--- config.mk ---
export PLATFORM = sky130hd
export DESIGN_NAME = chart_recorder_flat
export DESIGN_NICKNAME = d
export VERILOG_FILES = /design/src/rtl/chart_pkg.sv /design/src/rtl/chart_recorder_if.sv /design/src/rtl/chart_mem.sv /design/src/rtl/chart_recorder.sv /design/src/flat_wrapper.sv
export SDC_FILE = /design/constraint.sdc
export NUM_CORES = 2
export LEC_CHECK = 0
export CAP_MARGIN = 20
export CORE_AREA = 2 2 316 318
export DETAILED_ROUTE_END_ITERATION = 16
export DIE_AREA = 0 0 318 320
export GPL_ROUTABILITY_DRIVEN = 1
export PLACE_DENSITY_LB_ADDON = 0.15
export SLEW_MARGIN = 20
export SYNTH_ARGS = -nofsm -noshare
export SYNTH_HDL_FRONTEND = slang
export SYNTH_HIERARCHICAL = 1
export SYNTH_SLANG_ARGS = --single-unit
--- constraint.sdc ---
create_clock -name clk -period 15.8 [get_ports clk]
set_input_delay 1.58 -clock clk [delete_from_list [all_inputs] [get_ports clk]]
set_output_delay 1.58 -clock clk [all_outputs]
set_load 0.01 [all_outputs]
--- src/rtl/chart_pkg.sv ---
// rtl/chart_pkg.sv - shared types and constants for the chart recorder
package chart_pkg;

  typedef enum logic [2:0] {
    S_IDLE,
    S_REC,
    S_DONE,
    S_PLAY,
    S_END
  } state_t;

  localparam int TS_MAX_W = 32;
  localparam int TRK_UP   = 0;
  localparam int TRK_DOWN = 1;

  // ts is held at full game-time width here; the chart RAM keeps only the low TS_W bits
  typedef struct packed {
    logic [TS_MAX_W-1:0] ts;
    logic [1:0]          trk;
  } entry_t;

endpackage

--- src/rtl/chart_recorder_if.sv ---
// rtl/chart_recorder_if.sv - command, press and replay-note bundle of the chart recorder
interface chart_recorder_if #(
  parameter int DEPTH = 64
);
  localparam int CW = $clog2(DEPTH) + 1;

  logic [31:0]   i_cur_time;
  logic          i_arm;
  logic          i_stop;
  logic          i_replay;
  logic [1:0]    i_play;
  logic          o_note_t1;
  logic          o_note_t2;
  logic          o_game_end;
  logic          o_recording;
  logic [CW-1:0] o_count;
  logic          o_overflow;

  modport master (
    output i_cur_time, i_arm, i_stop, i_replay, i_play,
    input  o_note_t1, o_note_t2, o_game_end, o_recording, o_count, o_overflow
  );

  modport slave (
    input  i_cur_time, i_arm, i_stop, i_replay, i_play,
    output o_note_t1, o_note_t2, o_game_end, o_recording, o_count, o_overflow
  );

endinterface

--- src/rtl/chart_mem.sv ---
// rtl/chart_mem.sv - simple dual-port chart RAM, one write port and one registered read port
module chart_mem #(
  parameter int DEPTH = 64,
  parameter int W     = 18,
  parameter int AW    = $clog2(DEPTH)
) (
  input  logic          clk,
  input  logic          rst,
  input  logic          we,
  input  logic [AW-1:0] waddr,
  input  logic [W-1:0]  wdata,
  input  logic [AW-1:0] raddr,
  output logic [W-1:0]  rdata
);

  logic [W-1:0] mem [DEPTH];

  always_ff @(posedge clk) begin
    if (we) begin
      mem[waddr] <= wdata;
    end
  end

  always_ff @(posedge clk or negedge rst) begin
    if (!rst) begin
      rdata <= '0;
    end else begin
      rdata <= mem[raddr];
    end
  end

endmodule

--- src/rtl/chart_recorder.sv ---
// rtl/chart_recorder.sv - records play-button presses as timestamped chart entries
// and replays them as one-cycle note pulses against the game clock
module chart_recorder #(
  parameter int DEPTH = 64,
  parameter int TS_W  = 16
) (
  input logic             clk,
  input logic             rst,
  chart_recorder_if.slave bus
);
  import chart_pkg::*;

  localparam int            AW       = $clog2(DEPTH);
  localparam int            CW       = AW + 1;
  localparam int            W        = TS_W + 2;
  localparam logic [31:0]   TS_LIMIT = 32'((64'd1 << TS_W) - 64'd1);
  localparam logic [CW-1:0] FULL     = CW'(DEPTH);

  state_t          state;
  state_t          state_nx;
  logic [31:0]     base;
  logic [31:0]     pbase;
  logic [31:0]     rec_diff;
  logic [31:0]     play_diff;
  logic [CW-1:0]   count;
  logic [CW-1:0]   rptr;
  logic            overflow;
  logic            note_t1;
  logic            note_t2;
  logic [TS_W-1:0] ts;
  logic [TS_W-1:0] last_ts;
  logic [1:0]      last_trk;
  entry_t          pre;
  logic            vld0;
  logic            vld1;
  logic            ts_sat;
  logic            press;
  logic            merge;
  logic            wr_new;
  logic            drop;
  logic            start_play;
  logic            fire;
  logic            we;
  logic [AW-1:0]   waddr;
  logic [W-1:0]    wdata;
  logic [W-1:0]    rdata;

  assign rec_diff  = bus.i_cur_time - base;
  assign play_diff = bus.i_cur_time - pbase;
  assign ts        = rec_diff[TS_W-1:0];

  // arm always wins, so it masks every other action in its cycle
  assign ts_sat     = (state == S_REC) && !bus.i_arm && (rec_diff > TS_LIMIT);
  assign press      = (state == S_REC) && !bus.i_arm && (bus.i_play != 2'b00) && !ts_sat;
  assign merge      = press && (count != '0) && (ts == last_ts);
  assign wr_new     = press && !merge && (count < FULL);
  assign drop       = press && !merge && !wr_new;
  assign start_play = !bus.i_arm && bus.i_replay && ((state == S_DONE) || (state == S_END));
  assign fire       = !bus.i_arm && (state == S_PLAY) && vld1 && (play_diff >= pre.ts);

  // a merge rewrites the last entry using the shadow copy of its track bits
  assign we    = merge || wr_new;
  assign waddr = count[AW-1:0] - AW'(merge);
  assign wdata = {ts, merge ? (last_trk | bus.i_play) : bus.i_play};

  chart_mem #(
    .DEPTH (DEPTH),
    .W     (W),
    .AW    (AW)
  ) u_mem (
    .clk   (clk),
    .rst   (rst),
    .we    (we),
    .waddr (waddr),
    .wdata (wdata),
    .raddr (rptr[AW-1:0]),
    .rdata (rdata)
  );

  always_ff @(posedge clk or negedge rst) begin
    if (!rst) begin
      state <= S_IDLE;
    end else begin
      state <= state_nx;
    end
  end

  always_comb begin
    state_nx = state;
    if (bus.i_arm) begin
      state_nx = S_REC;
    end else begin
      case (state)
        S_REC: begin
          if (bus.i_stop || ts_sat) begin
            state_nx = S_DONE;
          end
        end
        S_DONE, S_END: begin
          if (start_play) begin
            state_nx = (count == '0) ? S_END : S_PLAY;
          end
        end
        S_PLAY: begin
          // rptr reaches count on the edge the last note pulses, so END follows one cycle later
          if (rptr == count) begin
            state_nx = S_END;
          end
        end
        default: begin
          state_nx = state;
        end
      endcase
    end
  end

  always_ff @(posedge clk or negedge rst) begin
    if (!rst) begin
      base     <= '0;
      pbase    <= '0;
      count    <= '0;
      rptr     <= '0;
      overflow <= 1'b0;
      last_ts  <= '0;
      last_trk <= '0;
      pre      <= '0;
      vld0     <= 1'b0;
      vld1     <= 1'b0;
      note_t1  <= 1'b0;
      note_t2  <= 1'b0;
    end else begin
      note_t1 <= 1'b0;
      note_t2 <= 1'b0;
      if (bus.i_arm) begin
        base     <= bus.i_cur_time;
        count    <= '0;
        overflow <= 1'b0;
      end
      if (ts_sat || drop) begin
        overflow <= 1'b1;
      end
      if (wr_new) begin
        count    <= count + 1'b1;
        last_ts  <= ts;
        last_trk <= bus.i_play;
      end
      if (merge) begin
        last_trk <= last_trk | bus.i_play;
      end
      pre <= '{ts: TS_MAX_W'(rdata[W-1:2]), trk: rdata[1:0]};
      // vld0: RAM output matches rptr; vld1: prefetch register matches rptr
      if (start_play) begin
        pbase <= bus.i_cur_time;
        rptr  <= '0;
        vld0  <= 1'b0;
        vld1  <= 1'b0;
      end else if (fire) begin
        note_t1 <= pre.trk[TRK_UP];
        note_t2 <= pre.trk[TRK_DOWN];
        rptr    <= rptr + 1'b1;
        vld0    <= 1'b0;
        vld1    <= 1'b0;
      end else begin
        vld0 <= 1'b1;
        vld1 <= vld0;
      end
    end
  end

  assign bus.o_note_t1   = note_t1;
  assign bus.o_note_t2   = note_t2;
  assign bus.o_game_end  = (state == S_END);
  assign bus.o_recording = (state == S_REC);
  assign bus.o_count     = count;
  assign bus.o_overflow  = overflow;

endmodule

--- src/flat_wrapper.sv ---
// flat-port wrapper written by rule: the top's interface ports become plain ports
module chart_recorder_flat import chart_pkg::*;
#(
  parameter int DEPTH = 64,
  parameter int TS_W  = 16
)
  (clk, rst, bus_i_cur_time, bus_i_arm, bus_i_stop, bus_i_replay, bus_i_play, bus_o_note_t1, bus_o_note_t2, bus_o_game_end, bus_o_recording, bus_o_count, bus_o_overflow);
  chart_recorder_if #(.DEPTH(DEPTH)) bus_i ();
  input logic clk;
  input logic rst;
  input wire logic [$bits(bus_i.i_cur_time)-1:0] bus_i_cur_time;
  input wire logic [$bits(bus_i.i_arm)-1:0] bus_i_arm;
  input wire logic [$bits(bus_i.i_stop)-1:0] bus_i_stop;
  input wire logic [$bits(bus_i.i_replay)-1:0] bus_i_replay;
  input wire logic [$bits(bus_i.i_play)-1:0] bus_i_play;
  output wire logic [$bits(bus_i.o_note_t1)-1:0] bus_o_note_t1;
  output wire logic [$bits(bus_i.o_note_t2)-1:0] bus_o_note_t2;
  output wire logic [$bits(bus_i.o_game_end)-1:0] bus_o_game_end;
  output wire logic [$bits(bus_i.o_recording)-1:0] bus_o_recording;
  output wire logic [$bits(bus_i.o_count)-1:0] bus_o_count;
  output wire logic [$bits(bus_i.o_overflow)-1:0] bus_o_overflow;
  assign bus_i.i_cur_time = bus_i_cur_time;
  assign bus_i.i_arm = bus_i_arm;
  assign bus_i.i_stop = bus_i_stop;
  assign bus_i.i_replay = bus_i_replay;
  assign bus_i.i_play = bus_i_play;
  assign bus_o_note_t1 = bus_i.o_note_t1;
  assign bus_o_note_t2 = bus_i.o_note_t2;
  assign bus_o_game_end = bus_i.o_game_end;
  assign bus_o_recording = bus_i.o_recording;
  assign bus_o_count = bus_i.o_count;
  assign bus_o_overflow = bus_i.o_overflow;
  chart_recorder #(.DEPTH(DEPTH), .TS_W(TS_W)) u_core (.clk(clk), .rst(rst), .bus(bus_i));
endmodule
### Word level (Yosys, flattened, before mapping)

Memories as Yosys holds them, arrays and structs flattened. A register that Yosys moved wholly into a read port is not among the register bits.
Index checks and enable logic that the tools add are counted.

| word-level totals | value |
|---|---|
| register bits | 122 |
| word-level logic and storage cells | 91 |
| memory bits (writable) | 1152 |
| memories kept | 1 |
| output and inout bits | 12 |

Memories:

| name | words | width | rd ports | clocked after Yosys merged registers in | wr ports | line | text |
|---|---|---|---|---|---|---|---|
| u_core.u_mem.mem | 64 | 18 | 1 | 1 | 1 | chart_mem.sv:16 | `logic [W-1:0] mem [DEPTH];` |

| cells by class | value |
|---|---|
| reductions and logical operators | 33 |
| muxes and demuxes | 25 |
| add/sub/neg operators | 5 |
| bitwise operators | 1 |
| $lt $le $gt $ge | 3 |
| equality and inequality tests | 9 |

Operators with widths:

| cell | count |
|---|---|
| $sub 32x32->32 | 2 |
| $ge 32x16->1 | 1 |
| $gt 32x16->1 const B | 1 |
| $mux 7 | 4 |
| $eq 16x16->1 | 1 |
| $mux 3 | 5 |
| $add 7x1->7 const B | 2 |
| $logic_and 1x1->1 | 14 |
| $mux 1 | 12 |
| $reduce_bool 2->1 | 5 |
| $pmux 3 s3 | 1 |
| $eq 7x7->1 | 1 |
| $logic_not 7->1 | 1 |
| $lt 7x7->1 const B | 1 |
| $reduce_bool 7->1 | 1 |
| $eq 3x2->1 const B | 2 |
| $mux 2 | 3 |
| $ne 3x2->1 const B | 2 |
| $sub 6x1->6 | 1 |
| $logic_not 1->1 | 5 |
| $logic_or 1x1->1 | 4 |
| $reduce_and 4->1 | 1 |
| $reduce_bool 4->1 | 1 |
| $eq 3x1->1 const B | 1 |
| 4 further kinds | 4 |

### Depth between registers and ports, before layout

| depth | value |
|---|---|
| word-level depth | 14 |
| gate-level depth with buffers | 22 |
| mapped depth without buffers | 22 |

### Hierarchy

The synthesis kept the hierarchy.

By module, submodules not included:

| module | cells an instance | seq. area each (um^2) | area each (um^2) | times used |
|---|---|---|---|---|
| chart_mem | 1959 | 35043.6 | 44704.1 | 1 |
| chart_recorder | 1217 | 3052.9 | 10028.4 | 1 |

### Worst setup path before layout

No wires, ideal clock.

| timing path | value |
|---|---|
| path kind | input port to flip-flop |
| from | input bus_i_cur_time[0] |
| to | memory u_core.u_mem.mem[48][0], enable pin |
| data arrival time | 8.275 ns |
| required time | 15.384 ns |
| stages on the path | 21 |
| library setup time | 0.416 ns |
| path slack | 7.109 ns |
| buffers on the path | 1 |
| path through | inv_1 -> ha_1 -> inv_1 -> fa_1 -> a211oi_1 -> o21ai_1 -> a221o_1 -> xor2_1 -> xor2_1 -> nor3_1 -> nand3_1 -> nor2_1 -> and3_1 -> ha_1 -> ha_1 -> nand2_1 -> xnor2_1 -> clkbuf_1 -> nand3_1 -> or3_1 -> nor3_1 |

| between the ends | value |
|---|---|
| elaborated cells on any way between the ends | 15 |
| classes of those cells | add/sub (2); order compare (1); eq/ne (1); mux (2); reduce/logical (9) |

RTL lines:

| what | line | text |
|---|---|---|
| start, declared | flat_wrapper.sv:11 | `input wire logic [$bits(bus_i.i_cur_time)-1:0] bus_i_cur_time;` |
| $sub 32x32->32 (*) | chart_recorder.sv:48 | `assign rec_diff = bus.i_cur_time - base;` |
| via u_core.rec_diff[14] | chart_recorder.sv:23 | `logic [31:0] rec_diff;` |
| $gt 32x16->1 | chart_recorder.sv:53 | `assign ts_sat = (state == S_REC) && !bus.i_arm && (rec_diff > TS_LIMIT);` |
| $logic_and 1x1->1 | chart_recorder.sv:53 |  |
| $logic_not 1->1 | chart_recorder.sv:54 | `assign press = (state == S_REC) && !bus.i_arm && (bus.i_play != 2'b00) && !ts_sat;` |
| $logic_and 1x1->1 | chart_recorder.sv:54 |  |
| $logic_and 1x1->1 | chart_recorder.sv:55 | `assign merge = press && (count != '0) && (ts == last_ts);` |
| $logic_and 1x1->1 (*) | chart_recorder.sv:55 |  |
| $sub 6x1->6 (*) | chart_recorder.sv:63 | `assign waddr = count[AW-1:0] - AW'(merge);` |
| via u_core.waddr[4] | chart_recorder.sv:44 | `logic [AW-1:0] waddr;` |
| end, declared | chart_mem.sv:16 |  |

Mark *: on every way through the listed nets, which the timed path passes. The rest lies on a longest branch.

### Worst setup path in the final report

| timing path | value |
|---|---|
| from | input bus_i_cur_time[0] |
| to | memory u_core.u_mem.mem[7][17], enable pin |

| between the ends | value |
|---|---|
| elaborated cells on any way between the ends | 15 |
| classes of those cells | add/sub (2); order compare (1); eq/ne (1); mux (2); reduce/logical (9) |

RTL lines:

| what | line |
|---|---|
| $sub 32x32->32 (*) | chart_recorder.sv:48 |
| $gt 32x16->1 | chart_recorder.sv:53 |
| $logic_and 1x1->1 | chart_recorder.sv:53 |
| $logic_not 1->1 | chart_recorder.sv:54 |
| $logic_and 1x1->1 | chart_recorder.sv:54 |
| $logic_and 1x1->1 | chart_recorder.sv:55 |
| $logic_and 1x1->1 (*) | chart_recorder.sv:55 |
| $sub 6x1->6 (*) | chart_recorder.sv:63 |
| via u_core.waddr[2] | chart_recorder.sv:44 |

Marks and branches as above.

==> impl_metrics.yaml <==
finish:
  drive_above_1_share_pct: 20.1
  num-nets-final: 3382
  fillers: 6865
  syn2layout_area_growth_pct: 11.7
  fin_cells: 4647
detailed_routing:
  met1Wirelength_um: 54700
  detail_route.wl_per_cell_um: 29.2
  drc: 0
  wl_met2_um: 66500
  routed-wl-met3_um: 10100
  drt_pre_antenna_iters: 6
  top_layer: "met5"
  antenna_left: 0
  vias_per_cell: 6.45
  routed_wl_um: 136000
  drt_iter0_drc: 3159
  via_count: 30000
timing:
  hold_viol_final: 0
  holdWs_ps: 345
  worst_slew_pin_slew_ps: 1150
  finalWorstSetupSlack_ps: 6810
  rsz0062_at_grt: "no"
  period_share_pct: 56.9
  setup-tns-final_ps: 0
  fmax_ghz: 0.111
  timing.final.crit_period_ps: 8990
  finalSetupViolCount: 0
  report.final.slew_viol_count: 0
  final.setup_skew_ps: 28.2
  max_slew_margin_pct: 23.3
synthesis:
  async_reset_ff_share_pct: 10.8
  yosys-top-cells-area: "edfxtp_1 (63%), mux4_2 (12%), dfrtp_1 (6.4%), ha_1 (1.9%), o21ai_0 (1.4%)"
  synthCells: 3176
  synth_top_area_cell: "edfxtp_1"
  synth_top_area_share_pct: 63.2
  postSynthAreaPerCell_sq_um: 17.2
  ys_ff_latch: 1292
  synth_nets: 3300
  synth_edf_count: 1152
  synthFlopType: "edfxtp_1"
  synth_cell_types: 86
  ys_seq_area_share_pct: 69.6
  synth_warnings: 6
  syn_area_sq_um: 54700
cts:
  post_cts_buffers: 0
  postCtsHoldBufs: 0
  cts.clk_slew.worst_paths_ps: 60
  cts_root_buf: "clkbuf_16"
  clock_latency_ps: 750
  cts_buffer_depth: 3
  cts_buffers: 134
  cts.sinks: 1292
  tritoncts: "done"
  cts_resized: 0
  cts-htree-levels: 4
placement:
  io_buffers: 50
  hpwl_um: 85100
  dp.cells: 4407
  post-place-ws_ps: 6230
  gp_congestion: 0.964
worst_setup_path:
  setup.worst_path.class: "input pin to flip-flop"
  crit_top_cell: "ha_1"
  crit_fanout: 18
  r2r_slack_ps: 7850
  arrival_ps: 9330
  crit_path_start_kind: "input pin"
  worst-path-buf-inv: 3
  required_ps: 16140
  path_delay_family: "simple AND/OR/NAND/NOR gates"
  worstSetupEndpointType: "flip-flop"
  crit_slowest_cell: "nor2_2"
  max_stage_delay_ps: 1210
  cp_cell_sequence: "clkdlybuf4s50_1 -> inv_1 -> ha_1 -> inv_1 -> fa_2 -> a211oi_1 -> o21ai_1 -> a211oi_2 -> o31ai_1 -> xor2_1 -> a2111oi_2 -> nand4_1 -> nor4b_1 -> and3_1 -> ha_1 -> ha_1 -> xor2_1 -> nand4_1 -> nor2_2"
global_route:
  grt_use_total_pct: 27.0
  grt_pass1_wl_um: 200000
  grt_max_degree: 85
  antenna_found_initial: 4
  overflow: 0
  grt_pass1_vias: 29900
power:
  ir_drop_mv: 0.136
  intPower_w: 0.00688
  switchingPower_w: 0.00303
  p_total_w: 0.00991
  p_per_area_nw_per_um2: 162
  pwr-share-comb_pct: 27.0
  seq_power_share_pct: 41.9
  p_sw_share_pct: 30.6
  power_leakage_nw: 20.1
  clkPwrFrac_pct: 31.1
flow_run:
  cap_viol_max_count: 0
floorplanning:
  num_io_pins: 51
  die_w_um: 318
  dieArea_sq_um: 102000
  core_area_sq_um: 98000
  dieHeight_um: 320
  start_util_pct: 55.9
  num_rows: 115
hold_path:
  hold_path_class: "flip-flop to flip-flop"
status:
  status: "finished, final reports clean"
-- cell type report --
class | count | area, sq um | share of cell area (%)
Clock inverter | 72 | 723 | 1.18
Antenna cell | 1 | 2.50 | 0.00409
Inverter | 108 | 405 | 0.663
Multi-Input combinational cell | 1606 | 15700 | 25.7
Tap cell | 1287 | 1610 | 2.63
Timing Repair Buffer | 116 | 1010 | 1.65
Clock buffer | 165 | 3550 | 5.82
Sequential cell | 1292 | 38100 | 62.4
-- cells in the mapped netlist (all sizes together), types with 31 or more instances --
| cell | number |
|---|---|
| dfrtp | 140 |
| a211oi | 31 |
| nand4 | 39 |
| o22ai | 33 |
| xnor2 | 39 |
| nand2 | 157 |
| mux4 | 300 |
| clkbuf | 98 |
| inv | 108 |
| o21ai | 176 |
| mux2 | 35 |
| ha | 83 |
| mux2i | 69 |
| nor3 | 33 |
| xor2 | 31 |
| nand3 | 33 |
| buf | 72 |
| a21oi | 113 |
| edfxtp | 1152 |
| nor2 | 162 |
-- kinds of logic (layout without fill, tap and decap cells) --
| family | count (synthesis) | in the layout | synth area share [%] |
|---|---|---|---|
| AND/OR/NAND/NOR | 553 | 553 | 4.89 |
| XOR/XNOR | 72 | 72 | 1.21 |
| adder cells (fa/ha/maj) | 85 | 85 | 1.97 |
| multiplexers | 404 | 404 | 14.4 |
| AO/OA/AOI/OAI | 492 | 492 | 5.58 |
| other | 0 | 1 | 0 |
| buffers and inverters | 278 | 461 | 2.32 |
| flip-flops | 1292 | 1292 | 69.6 |
-- cell usage in the layout (no fill, tap or decap), types with 32 or more instances in the layout --
cell type and n:
clkdlybuf4s50_1 48, a21oi_1 112, nand3_1 33, edfxtp_1 1152, xnor2_1 33, ha_1 83, inv_1 106, nor2_1 121
dfrtp_1 135, nand4_1 39, mux2i_1 69, nor2_2 32, clkbuf_16 138, buf_4 63, o22ai_1 33, o21ai_0 153
nand2_1 157, mux4_2 300
-- path summary, 6_finish.rpt --
check,end,cells past startpoint,from
worst max register to register,u_core/u_mem/mem[7][17],17,u_core/base[0]
worst max-delay path,u_core/u_mem/mem[7][17],19,bus_i_cur_time[0]
worst min register to register,u_core/pre[14],0,u_core/u_mem/rdata[14]
max in group asynchronous,u_core/rptr[3],2,rst
worst min-delay path,u_core/pre[14],0,u_core/u_mem/rdata[14]
min in group asynchronous,u_core/pbase[23],1,rst
-- per-layer routing --
layer | vias up | GRT usage, %
met5 | - | 0
met4 | 4 | 9.30
met3 | 246 | 5.24
met2 | 1269 | 44.0
met1 | 15700 | 37.0
li1 | 12800 | -
-- power by group through the flow --
stage	clock network [W]	registers (W)	logic (W)
2_1_floorplan	0	0.00416	0.00185
3_3_place_gp	0	0.00422	0.00262
3_5_place_dp	0	0.00423	0.00267
4_1_cts	0.00314	0.00415	0.00268
5_1_grt	0.00327	0.00417	0.00285
6_report	0.00308	0.00415	0.00267
-- metrics by stage --
stage               instance area, sq um  util, %
floorplan                          54700        -
global placement                   56700     57.9
detailed placement                 56800     57.9
CTS                                61000     62.3
global route                       61100     62.4
finish                             61100     62.4
-- state kept, by name, summed over array words and instances (netlist names), 2 cells and up --
| name | count |
|---|---|
| u_core/u_mem/mem | 1152 |
| u_core/rptr | 7 |
| u_core/last_trk | 2 |
| u_core/pre | 18 |
| u_core/pbase | 32 |
| u_core/state | 3 |
| u_core/base | 32 |
| u_core/last_ts | 16 |
| u_core/u_mem/rdata | 18 |
| u_core/bus.o_count | 7 |
Power figures use the tool's default switching activity.
